**src/rtl/hazard3_sd_dma_wb2ahb_pkg.sv**
```systemverilog
// ----------------------------------------------------------------------------
// hazard3_sd_dma_wb2ahb_pkg : AHB encodings, FSM states and sel-decode type
// Rev 1.0
// ----------------------------------------------------------------------------
`default_nettype none

package hazard3_sd_dma_wb2ahb_pkg;

  localparam logic [1:0] C_HTRANS_IDLE   = 2'b00;
  localparam logic [1:0] C_HTRANS_NONSEQ = 2'b10;

  localparam logic [2:0] C_HSIZE_BYTE    = 3'd0;
  localparam logic [2:0] C_HSIZE_HALF    = 3'd1;
  localparam logic [2:0] C_HSIZE_WORD    = 3'd2;

  localparam logic [2:0] C_HBURST_SINGLE = 3'b000;

  typedef enum logic [1:0] {
    ST_IDLE = 2'd0,
    ST_ADDR = 2'd1,
    ST_DATA = 2'd2,
    ST_RESP = 2'd3
  } state_t;

  typedef struct packed {
    logic [2:0] hsize;
    logic [1:0] addr_lo;
    logic       illegal;
  } sel_dec_t;

endpackage

`default_nettype wire

```
**src/rtl/hazard3_sd_dma_wb2ahb_if.sv**
```systemverilog
// ----------------------------------------------------------------------------
// hazard3_sd_dma_wb2ahb_if : Wishbone DMA port and AHB5 master port bundle
// Rev 1.0
// ----------------------------------------------------------------------------
`default_nettype none

interface hazard3_sd_dma_wb2ahb_if #(
  parameter int W_ADDR = 32,
  parameter int W_DATA = 32
);

  logic [W_ADDR-1:0] wb_adr_i;
  logic [3:0]        wb_sel_i;
  logic              wb_we_i;
  logic [W_DATA-1:0] wb_dat_i;
  logic [W_DATA-1:0] wb_dat_o;
  logic              wb_cyc_i;
  logic              wb_stb_i;
  logic [2:0]        wb_cti_i;
  logic [1:0]        wb_bte_i;
  logic              wb_ack_o;
  logic              wb_err_o;

  logic [W_ADDR-1:0] haddr;
  logic              hwrite;
  logic [1:0]        htrans;
  logic [2:0]        hsize;
  logic [2:0]        hburst;
  logic [3:0]        hprot;
  logic              hmastlock;
  logic              hexcl;
  logic              hready;
  logic              hresp;
  logic [W_DATA-1:0] hwdata;
  logic [W_DATA-1:0] hrdata;

  modport wb_master (
    output wb_adr_i, wb_sel_i, wb_we_i, wb_dat_i, wb_cyc_i, wb_stb_i, wb_cti_i, wb_bte_i,
    input  wb_dat_o, wb_ack_o, wb_err_o
  );

  modport wb_slave (
    input  wb_adr_i, wb_sel_i, wb_we_i, wb_dat_i, wb_cyc_i, wb_stb_i, wb_cti_i, wb_bte_i,
    output wb_dat_o, wb_ack_o, wb_err_o
  );

  modport ahb_master (
    output haddr, hwrite, htrans, hsize, hburst, hprot, hmastlock, hexcl, hwdata,
    input  hready, hresp, hrdata
  );

  modport ahb_slave (
    input  haddr, hwrite, htrans, hsize, hburst, hprot, hmastlock, hexcl, hwdata,
    output hready, hresp, hrdata
  );

endinterface

`default_nettype wire

```
**src/rtl/hazard3_sd_wbsel_dec.sv**
```systemverilog
// ----------------------------------------------------------------------------
// hazard3_sd_wbsel_dec : Wishbone byte strobes -> AHB hsize / address low bits
// Rev 1.0
// ----------------------------------------------------------------------------
`default_nettype none

module hazard3_sd_wbsel_dec
  import hazard3_sd_dma_wb2ahb_pkg::*;
(
  input  logic [3:0] sel,
  output sel_dec_t   dec
);

  always_comb begin
    dec = '{hsize: C_HSIZE_WORD, addr_lo: 2'b00, illegal: 1'b0};
    case (sel)
      4'b1111: dec = '{hsize: C_HSIZE_WORD, addr_lo: 2'b00, illegal: 1'b0};
      4'b0011: dec = '{hsize: C_HSIZE_HALF, addr_lo: 2'b00, illegal: 1'b0};
      4'b1100: dec = '{hsize: C_HSIZE_HALF, addr_lo: 2'b10, illegal: 1'b0};
      4'b0001: dec = '{hsize: C_HSIZE_BYTE, addr_lo: 2'b00, illegal: 1'b0};
      4'b0010: dec = '{hsize: C_HSIZE_BYTE, addr_lo: 2'b01, illegal: 1'b0};
      4'b0100: dec = '{hsize: C_HSIZE_BYTE, addr_lo: 2'b10, illegal: 1'b0};
      4'b1000: dec = '{hsize: C_HSIZE_BYTE, addr_lo: 2'b11, illegal: 1'b0};
      default: dec = '{hsize: C_HSIZE_WORD, addr_lo: 2'b00, illegal: 1'b1};
    endcase
  end

endmodule

`default_nettype wire

```
**src/rtl/hazard3_sd_dma_wb2ahb.sv**
```systemverilog
// ----------------------------------------------------------------------------
// hazard3_sd_dma_wb2ahb : SD DMA Wishbone master -> AHB5 SINGLE transfer bridge
// Rev 1.0
// ----------------------------------------------------------------------------
`default_nettype none

module hazard3_sd_dma_wb2ahb
  import hazard3_sd_dma_wb2ahb_pkg::*;
#(
  parameter int         W_ADDR = 32,
  parameter int         W_DATA = 32,
  parameter logic [3:0] HPROT  = 4'b0011
) (
  input  logic                               clk,
  input  logic                               rst_n,
  hazard3_sd_dma_wb2ahb_if.wb_slave          wb,
  hazard3_sd_dma_wb2ahb_if.ahb_master        ahb,
  output logic [7:0]                         err_cnt
);

  state_t            r_state,   w_state_nx;
  logic [W_ADDR-1:0] r_haddr,   w_haddr_nx;
  logic              r_hwrite,  w_hwrite_nx;
  logic [2:0]        r_hsize,   w_hsize_nx;
  logic [1:0]        r_htrans,  w_htrans_nx;
  logic [W_DATA-1:0] r_hwdata,  w_hwdata_nx;
  logic [W_DATA-1:0] r_rdata,   w_rdata_nx;
  logic              r_ack,     w_ack_nx;
  logic              r_err,     w_err_nx;
  logic              r_flag_err, w_flag_err_nx;
  logic              r_drop,    w_drop_nx;
  logic [7:0]        r_err_cnt, w_err_cnt_nx;

  sel_dec_t          w_dec;
  logic              w_req;
  logic              w_unused_ok;

  hazard3_sd_wbsel_dec u_sel_dec (
    .sel (wb.wb_sel_i),
    .dec (w_dec)
  );

  assign w_req       = wb.wb_cyc_i & wb.wb_stb_i;
  assign w_unused_ok = ^{wb.wb_cti_i, wb.wb_bte_i, wb.wb_adr_i[1:0]};

  always_ff @(posedge clk or negedge rst_n) begin
    if (!rst_n) begin
      r_state    <= ST_IDLE;
      r_haddr    <= '0;
      r_hwrite   <= 1'b0;
      r_hsize    <= C_HSIZE_WORD;
      r_htrans   <= C_HTRANS_IDLE;
      r_hwdata   <= '0;
      r_rdata    <= '0;
      r_ack      <= 1'b0;
      r_err      <= 1'b0;
      r_flag_err <= 1'b0;
      r_drop     <= 1'b0;
      r_err_cnt  <= 8'h00;
    end else begin
      r_state    <= w_state_nx;
      r_haddr    <= w_haddr_nx;
      r_hwrite   <= w_hwrite_nx;
      r_hsize    <= w_hsize_nx;
      r_htrans   <= w_htrans_nx;
      r_hwdata   <= w_hwdata_nx;
      r_rdata    <= w_rdata_nx;
      r_ack      <= w_ack_nx;
      r_err      <= w_err_nx;
      r_flag_err <= w_flag_err_nx;
      r_drop     <= w_drop_nx;
      r_err_cnt  <= w_err_cnt_nx;
    end
  end

  always_comb begin
    w_state_nx    = r_state;
    w_haddr_nx    = r_haddr;
    w_hwrite_nx   = r_hwrite;
    w_hsize_nx    = r_hsize;
    w_htrans_nx   = r_htrans;
    w_hwdata_nx   = r_hwdata;
    w_rdata_nx    = r_rdata;
    w_ack_nx      = 1'b0;
    w_err_nx      = 1'b0;
    w_flag_err_nx = r_flag_err;
    w_drop_nx     = r_drop;

    case (r_state)
      ST_IDLE: begin
        // A still-high ack/err means the master has not yet seen the response
        if (w_req && !r_ack && !r_err) begin
          w_drop_nx = 1'b0;
          if (w_dec.illegal) begin
            w_flag_err_nx = 1'b1;
            w_state_nx    = ST_RESP;
          end else begin
            w_haddr_nx    = {wb.wb_adr_i[W_ADDR-1:2], w_dec.addr_lo};
            w_hwrite_nx   = wb.wb_we_i;
            w_hsize_nx    = w_dec.hsize;
            w_hwdata_nx   = wb.wb_dat_i;
            w_htrans_nx   = C_HTRANS_NONSEQ;
            w_flag_err_nx = 1'b0;
            w_state_nx    = ST_ADDR;
          end
        end
      end
      ST_ADDR: begin
        if (!w_req) w_drop_nx = 1'b1;
        if (ahb.hready) begin
          w_htrans_nx = C_HTRANS_IDLE;
          w_state_nx  = ST_DATA;
        end
      end
      ST_DATA: begin
        if (!w_req) w_drop_nx = 1'b1;
        // First cycle of a two-cycle ERROR response has hready low; remember it
        if (ahb.hresp) w_flag_err_nx = 1'b1;
        if (ahb.hready) begin
          if (!ahb.hresp && !r_flag_err && !r_hwrite) w_rdata_nx = ahb.hrdata;
          w_state_nx = ST_RESP;
        end
      end
      ST_RESP: begin
        w_state_nx = ST_IDLE;
        if (w_req && !r_drop) begin
          w_ack_nx = !r_flag_err;
          w_err_nx = r_flag_err;
        end
      end
      default: w_state_nx = ST_IDLE;
    endcase

    w_err_cnt_nx = r_err_cnt;
    if (w_err_nx && (r_err_cnt != 8'hFF)) w_err_cnt_nx = r_err_cnt + 8'd1;
  end

  assign ahb.haddr     = r_haddr;
  assign ahb.hwrite    = r_hwrite;
  assign ahb.htrans    = r_htrans;
  assign ahb.hsize     = r_hsize;
  assign ahb.hburst    = C_HBURST_SINGLE;
  assign ahb.hprot     = HPROT;
  assign ahb.hmastlock = 1'b0;
  assign ahb.hexcl     = 1'b0;
  assign ahb.hwdata    = r_hwdata;

  assign wb.wb_dat_o   = r_rdata;
  assign wb.wb_ack_o   = r_ack;
  assign wb.wb_err_o   = r_err;

  assign err_cnt       = r_err_cnt;

endmodule

`default_nettype wire

```
**src/flat_wrapper.sv**
```systemverilog
// flat-port wrapper written by rule: the top's interface ports become plain ports
module hazard3_sd_dma_wb2ahb_flat import hazard3_sd_dma_wb2ahb_pkg::*;
#(
  parameter int         W_ADDR = 32,
  parameter int         W_DATA = 32,
  parameter logic [3:0] HPROT  = 4'b0011
)
  (clk, rst_n, err_cnt, wb_wb_adr_i, wb_wb_sel_i, wb_wb_we_i, wb_wb_dat_i, wb_wb_cyc_i, wb_wb_stb_i, wb_wb_cti_i, wb_wb_bte_i, wb_wb_dat_o, wb_wb_ack_o, wb_wb_err_o, ahb_haddr, ahb_hwrite, ahb_htrans, ahb_hsize, ahb_hburst, ahb_hprot, ahb_hmastlock, ahb_hexcl, ahb_hwdata, ahb_hready, ahb_hresp, ahb_hrdata);
  hazard3_sd_dma_wb2ahb_if #(.W_ADDR(W_ADDR), .W_DATA(W_DATA)) wb_i ();
  hazard3_sd_dma_wb2ahb_if #(.W_ADDR(W_ADDR), .W_DATA(W_DATA)) ahb_i ();
  input  logic clk;
  input  logic rst_n;
  output logic [7:0] err_cnt;
  input wire logic [$bits(wb_i.wb_adr_i)-1:0] wb_wb_adr_i;
  input wire logic [$bits(wb_i.wb_sel_i)-1:0] wb_wb_sel_i;
  input wire logic [$bits(wb_i.wb_we_i)-1:0] wb_wb_we_i;
  input wire logic [$bits(wb_i.wb_dat_i)-1:0] wb_wb_dat_i;
  input wire logic [$bits(wb_i.wb_cyc_i)-1:0] wb_wb_cyc_i;
  input wire logic [$bits(wb_i.wb_stb_i)-1:0] wb_wb_stb_i;
  input wire logic [$bits(wb_i.wb_cti_i)-1:0] wb_wb_cti_i;
  input wire logic [$bits(wb_i.wb_bte_i)-1:0] wb_wb_bte_i;
  output wire logic [$bits(wb_i.wb_dat_o)-1:0] wb_wb_dat_o;
  output wire logic [$bits(wb_i.wb_ack_o)-1:0] wb_wb_ack_o;
  output wire logic [$bits(wb_i.wb_err_o)-1:0] wb_wb_err_o;
  output wire logic [$bits(ahb_i.haddr)-1:0] ahb_haddr;
  output wire logic [$bits(ahb_i.hwrite)-1:0] ahb_hwrite;
  output wire logic [$bits(ahb_i.htrans)-1:0] ahb_htrans;
  output wire logic [$bits(ahb_i.hsize)-1:0] ahb_hsize;
  output wire logic [$bits(ahb_i.hburst)-1:0] ahb_hburst;
  output wire logic [$bits(ahb_i.hprot)-1:0] ahb_hprot;
  output wire logic [$bits(ahb_i.hmastlock)-1:0] ahb_hmastlock;
  output wire logic [$bits(ahb_i.hexcl)-1:0] ahb_hexcl;
  output wire logic [$bits(ahb_i.hwdata)-1:0] ahb_hwdata;
  input wire logic [$bits(ahb_i.hready)-1:0] ahb_hready;
  input wire logic [$bits(ahb_i.hresp)-1:0] ahb_hresp;
  input wire logic [$bits(ahb_i.hrdata)-1:0] ahb_hrdata;
  assign wb_i.wb_adr_i = wb_wb_adr_i;
  assign wb_i.wb_sel_i = wb_wb_sel_i;
  assign wb_i.wb_we_i = wb_wb_we_i;
  assign wb_i.wb_dat_i = wb_wb_dat_i;
  assign wb_i.wb_cyc_i = wb_wb_cyc_i;
  assign wb_i.wb_stb_i = wb_wb_stb_i;
  assign wb_i.wb_cti_i = wb_wb_cti_i;
  assign wb_i.wb_bte_i = wb_wb_bte_i;
  assign wb_wb_dat_o = wb_i.wb_dat_o;
  assign wb_wb_ack_o = wb_i.wb_ack_o;
  assign wb_wb_err_o = wb_i.wb_err_o;
  assign ahb_haddr = ahb_i.haddr;
  assign ahb_hwrite = ahb_i.hwrite;
  assign ahb_htrans = ahb_i.htrans;
  assign ahb_hsize = ahb_i.hsize;
  assign ahb_hburst = ahb_i.hburst;
  assign ahb_hprot = ahb_i.hprot;
  assign ahb_hmastlock = ahb_i.hmastlock;
  assign ahb_hexcl = ahb_i.hexcl;
  assign ahb_hwdata = ahb_i.hwdata;
  assign ahb_i.hready = ahb_hready;
  assign ahb_i.hresp = ahb_hresp;
  assign ahb_i.hrdata = ahb_hrdata;
  hazard3_sd_dma_wb2ahb #(.W_ADDR(W_ADDR), .W_DATA(W_DATA), .HPROT(HPROT)) u_core (.clk(clk), .rst_n(rst_n), .wb(wb_i), .ahb(ahb_i), .err_cnt(err_cnt));
endmodule
```
**config.mk**
```make
export PLATFORM = sky130hd
export DESIGN_NAME = hazard3_sd_dma_wb2ahb_flat
export DESIGN_NICKNAME = d
export VERILOG_FILES = /design/src/rtl/hazard3_sd_dma_wb2ahb_pkg.sv /design/src/rtl/hazard3_sd_dma_wb2ahb_if.sv /design/src/rtl/hazard3_sd_wbsel_dec.sv /design/src/rtl/hazard3_sd_dma_wb2ahb.sv /design/src/flat_wrapper.sv
export SDC_FILE = /design/constraint.sdc
export NUM_CORES = 1
export LEC_CHECK = 0
export BUFFER_PORTS_ARGS = -buffer_cell sky130_fd_sc_hd__buf_4
export CAP_MARGIN = 0
export CORE_MARGIN = 2
export CORE_UTILIZATION = 46
export DETAILED_ROUTE_END_ITERATION = 6
export PLACE_DENSITY = 0.86
export SLEW_MARGIN = 25
export SYNTH_ARGS = -nofsm -noshare
export SYNTH_HDL_FRONTEND = slang
export SYNTH_SLANG_ARGS = --single-unit
```
**constraint.sdc**
```tcl
create_clock -name clk -period 2 [get_ports clk]
set_input_delay 0.4 -clock clk [delete_from_list [all_inputs] [get_ports clk]]
set_output_delay 0.4 -clock clk [all_outputs]
set_load 0.02 [all_outputs]
```
==> flow_metrics.env <==
export IMPL_cap_violations=0
export IMPL_arrival_ps=2260
export IMPL_max_stage_delay_ps=400
export IMPL_drv_slew=0
export IMPL_finalSetupTns_ps=0
export IMPL_drt_pre_antenna_iters=4
export IMPL_path_class="reg -> reg"
export IMPL_fin_total_pwr_mw=11.2
export IMPL_grt_pass1_vias=3814
export IMPL_rows=37
export IMPL_clk_pin_slew_ps=60
export IMPL_finalSetupViolations=0
export IMPL_min_period_ps=1890
export IMPL_fin_skew_ps=11.6
export IMPL_cts_tree="done"
export IMPL_vias_per_cell=5.02
export IMPL_netlist_area_um2=4850
export IMPL_grt_max_degree=101
export IMPL_hpwl_um=8300
export IMPL_final_nets=685
export IMPL_synth_cell_types=44
export IMPL_fill_cells=775
export IMPL_synth_cells=342
export IMPL_avgSynthCellArea_um2=14.2
export IMPL_postCtsSetupRepairBufs=0
export IMPL_grt_overflow_total=0
export IMPL_die_area_um2=11400
export IMPL_synth_warning_count=0
export IMPL_max_slew_margin=0.632
export IMPL_post_drt_wl_per_cell_um=16.2
export IMPL_start_kind="flip-flop"
export IMPL_worstSkewPairLatency_ps=500
export IMPL_io_pins=233
export IMPL_final_hold_viol_count=0
export IMPL_drc=0
export IMPL_holdBufCountCts=1
export IMPL_cts_path_max_buffers=2
export IMPL_initial_utilization=0.472
export IMPL_track_usage=0.212
export IMPL_critPathCaptureType="flip-flop"
export IMPL_cts_resized=0
export IMPL_endpoint="u_core.wb.wb_dat_o[14]$_DFFE_PN0P_"
export IMPL_worstMarginPinSlew_ps=552
export IMPL_rsz0062_at_grt="no"
export IMPL_r2r_cells=7
export IMPL_fin_crit_sh=0.944
export IMPL_r2r_start="u_core.r_state[0]$_DFFE_PN0P_"
export IMPL_hold_ws_ps=130
export IMPL_synth_seq_cells=114
export IMPL_r2r_end="u_core.wb.wb_dat_o[14]$_DFFE_PN0P_"
export IMPL_leakage_nw=3.65
export IMPL_clock_sinks=114
export IMPL_io_buffer_count=214
export IMPL_antenna_found_initial=0
export IMPL_clockRootBuffer="clkbuf_8"
export IMPL_die_y_um=107
export IMPL_crit_start="u_core.r_state[0]$_DFFE_PN0P_"
export IMPL_synth_ff_type="dfrtp_1"
export IMPL_critPathSlowestCell="mux2_2"
export IMPL_cts_buffers=17
export IMPL_wirelength_um=11600
export IMPL_status="finished, final reports clean"
export IMPL_drtAntennaViolNets=0
export IMPL_vias=3591
export IMPL_drt_iter0_markers=195
export IMPL_crit_fanout=32
export IMPL_final_cells=716
export IMPL_required_ps=2370
export IMPL_power_density_nw_per_um2=1560
export IMPL_h_tree_depth=4
export IMPL_post_route_util=0.699
export IMPL_gp_congestion=0.833
export IMPL_hold_path_class="in -> reg"
export IMPL_ir_drop_v=0.00102
export IMPL_synthToLayoutAreaGrowth_pct=48.3
export IMPL_synthArstFlopShare=1.00
export IMPL_drive_above_1_share=0.612
export IMPL_rrSetupSlack_ps=110
export IMPL_grt_pass1_wl_um=18600
export IMPL_antennaDiodeCount=0
export IMPL_fp_coreArea_um2=10300
export IMPL_clock_fmax_ghz=0.530
export IMPL_die_w_um=107
export IMPL_placed_cells=683
export IMPL_yosysSeqAreaShare=0.589
export IMPL_synth_edf_count=0
export IMPL_path_cells="inv_1, ha_1, nand2b_1, nor3_1, nand2_1, buf_4, mux2_2"
## layer usage
layer	part of all wire	routed length, µm	vias up	GRT usage
li1	-	-	1649	-
met1	0.36	4210	1775	0.232
met2	0.55	6400	147	0.376
met3	0.070	811	20	0.0717
met4	0.019	219	0	0.0853
met5	0	0	-	0
## registers in the layout, indices dropped and copies added (netlist names)
| signal | count |
|---|---|
| u_core.r_flag_err | 1 |
| u_core.ahb.hwrite | 1 |
| u_core.r_drop | 1 |
| u_core.r_state | 2 |
| u_core.ahb.hsize | 2 |
| u_core.wb.wb_err_o | 1 |
| u_core.err_cnt | 8 |
| u_core.wb.wb_dat_o | 32 |
| u_core.wb.wb_ack_o | 1 |
| u_core.ahb.hwdata | 32 |
| u_core.ahb.haddr | 32 |
| u_core.ahb.htrans | 1 |
## cells by family (layout without fill, tap and decap cells)
logic type	Yosys count	after routing	synth area share
other	2	11	0.00155
and+or+nand+nor	53	53	0.0617
AOI/OAI and AO/OA	28	28	0.0423
muxes	101	101	0.234
adders and majority gates	6	6	0.0155
xor gates and xnor gates	6	6	0.0108
buffers and inverters	32	261	0.0454
DFF	114	114	0.589
## area by class of cell
class                   instances  area, µm²  share of cell area
inverters                       6       22.5             0.00313
clock inverters                10        180              0.0251
well taps                     136        170              0.0237
repair buffers                223       1700               0.237
clock buffers                  22        453              0.0630
multi-input cells             205       1810               0.251
flip-flops and latches        114       2850               0.397
## report_power, final
group / total (mW) / leakage, nW / internal (mW) / switching, mW
registers: 3.79 / 1.45 / 3.25 / 0.538
logic: 4.23 / 1.89 / 2.08 / 2.15
clock network: 3.21 / 0.305 / 2.21 / 1.00
## worst min path at each step
| stage | slack [ps] | cells past startpoint | end | startpoint |
|---|---|---|---|---|
| 6_report | 130 | 2 | u_core.wb.wb_dat_o[10]$_DFFE_PN0P_ | ahb_hrdata[10] |
| 5_1_grt | 110 | 2 | u_core.ahb.haddr[6]$_DFFE_PN0P_ | wb_wb_adr_i[6] |
| 4_1_cts | 100 | 2 | u_core.ahb.hwdata[25]$_DFFE_PN0P_ | wb_wb_dat_i[25] |
| 3_5_place_dp | 270 | 1 | u_core.ahb.haddr[15]$_DFFE_PN0P_ | rst_n |
| 3_3_place_gp | 260 | 1 | u_core.ahb.haddr[15]$_DFFE_PN0P_ | rst_n |
| 2_1_floorplan | 100 | 0 | u_core.ahb.haddr[0]$_DFFE_PN0P_ | rst_n |
## critical path, delay by kind of cell (launching register included)
kind / cells / cell delay [ps]
adders and majority gates: 1 / 270
buffers and inverters: 2 / 460
DFF: 1 / 380
muxes: 1 / 400
and+or+nand+nor: 3 / 250
## metrics by stage
| stage | area [µm²] | worst slack, ps |
|---|---|---|
| 2_1_floorplan | 4880 | 128 |
| 3_3_place_gp | 6550 | 105 |
| 3_5_place_dp | 6550 | 43.1 |
| 4_1_cts | 7190 | 114 |
| 5_1_grt | 7190 | 29.1 |
| 6_report | 7190 | 112 |
## synthesized netlist by cell type (all sizes together), types with 3 or more instances
library cell	number	area, µm²
nor2	10	53.8
and3	3	18.8
ha	6	75.1
xor2	5	43.8
clkbuf	3	12.5
inv	6	22.5
nor2b	3	18.8
buf	23	185
nand3	6	30.0
dfrtp	113	2830
nand2	13	48.8
o21ai	7	38.8
mux2	98	1100
mux2i	3	30.0
nand2b	3	18.8
nor3	6	30.0
a21oi	6	41.3
## cell usage in the layout (no fill, tap or decap), types with 6 or more instances in the layout
cell type  instances
buf_4            220
clkbuf_16         16
conb_1            11
dfrtp_1          113
ha_1               6
inv_1              6
mux2_2            98
nand2_1           13
nand3_1            6
nor2_1             9
nor3_1             6
o21ai_0            6
Power figures use the tool's default switching activity.
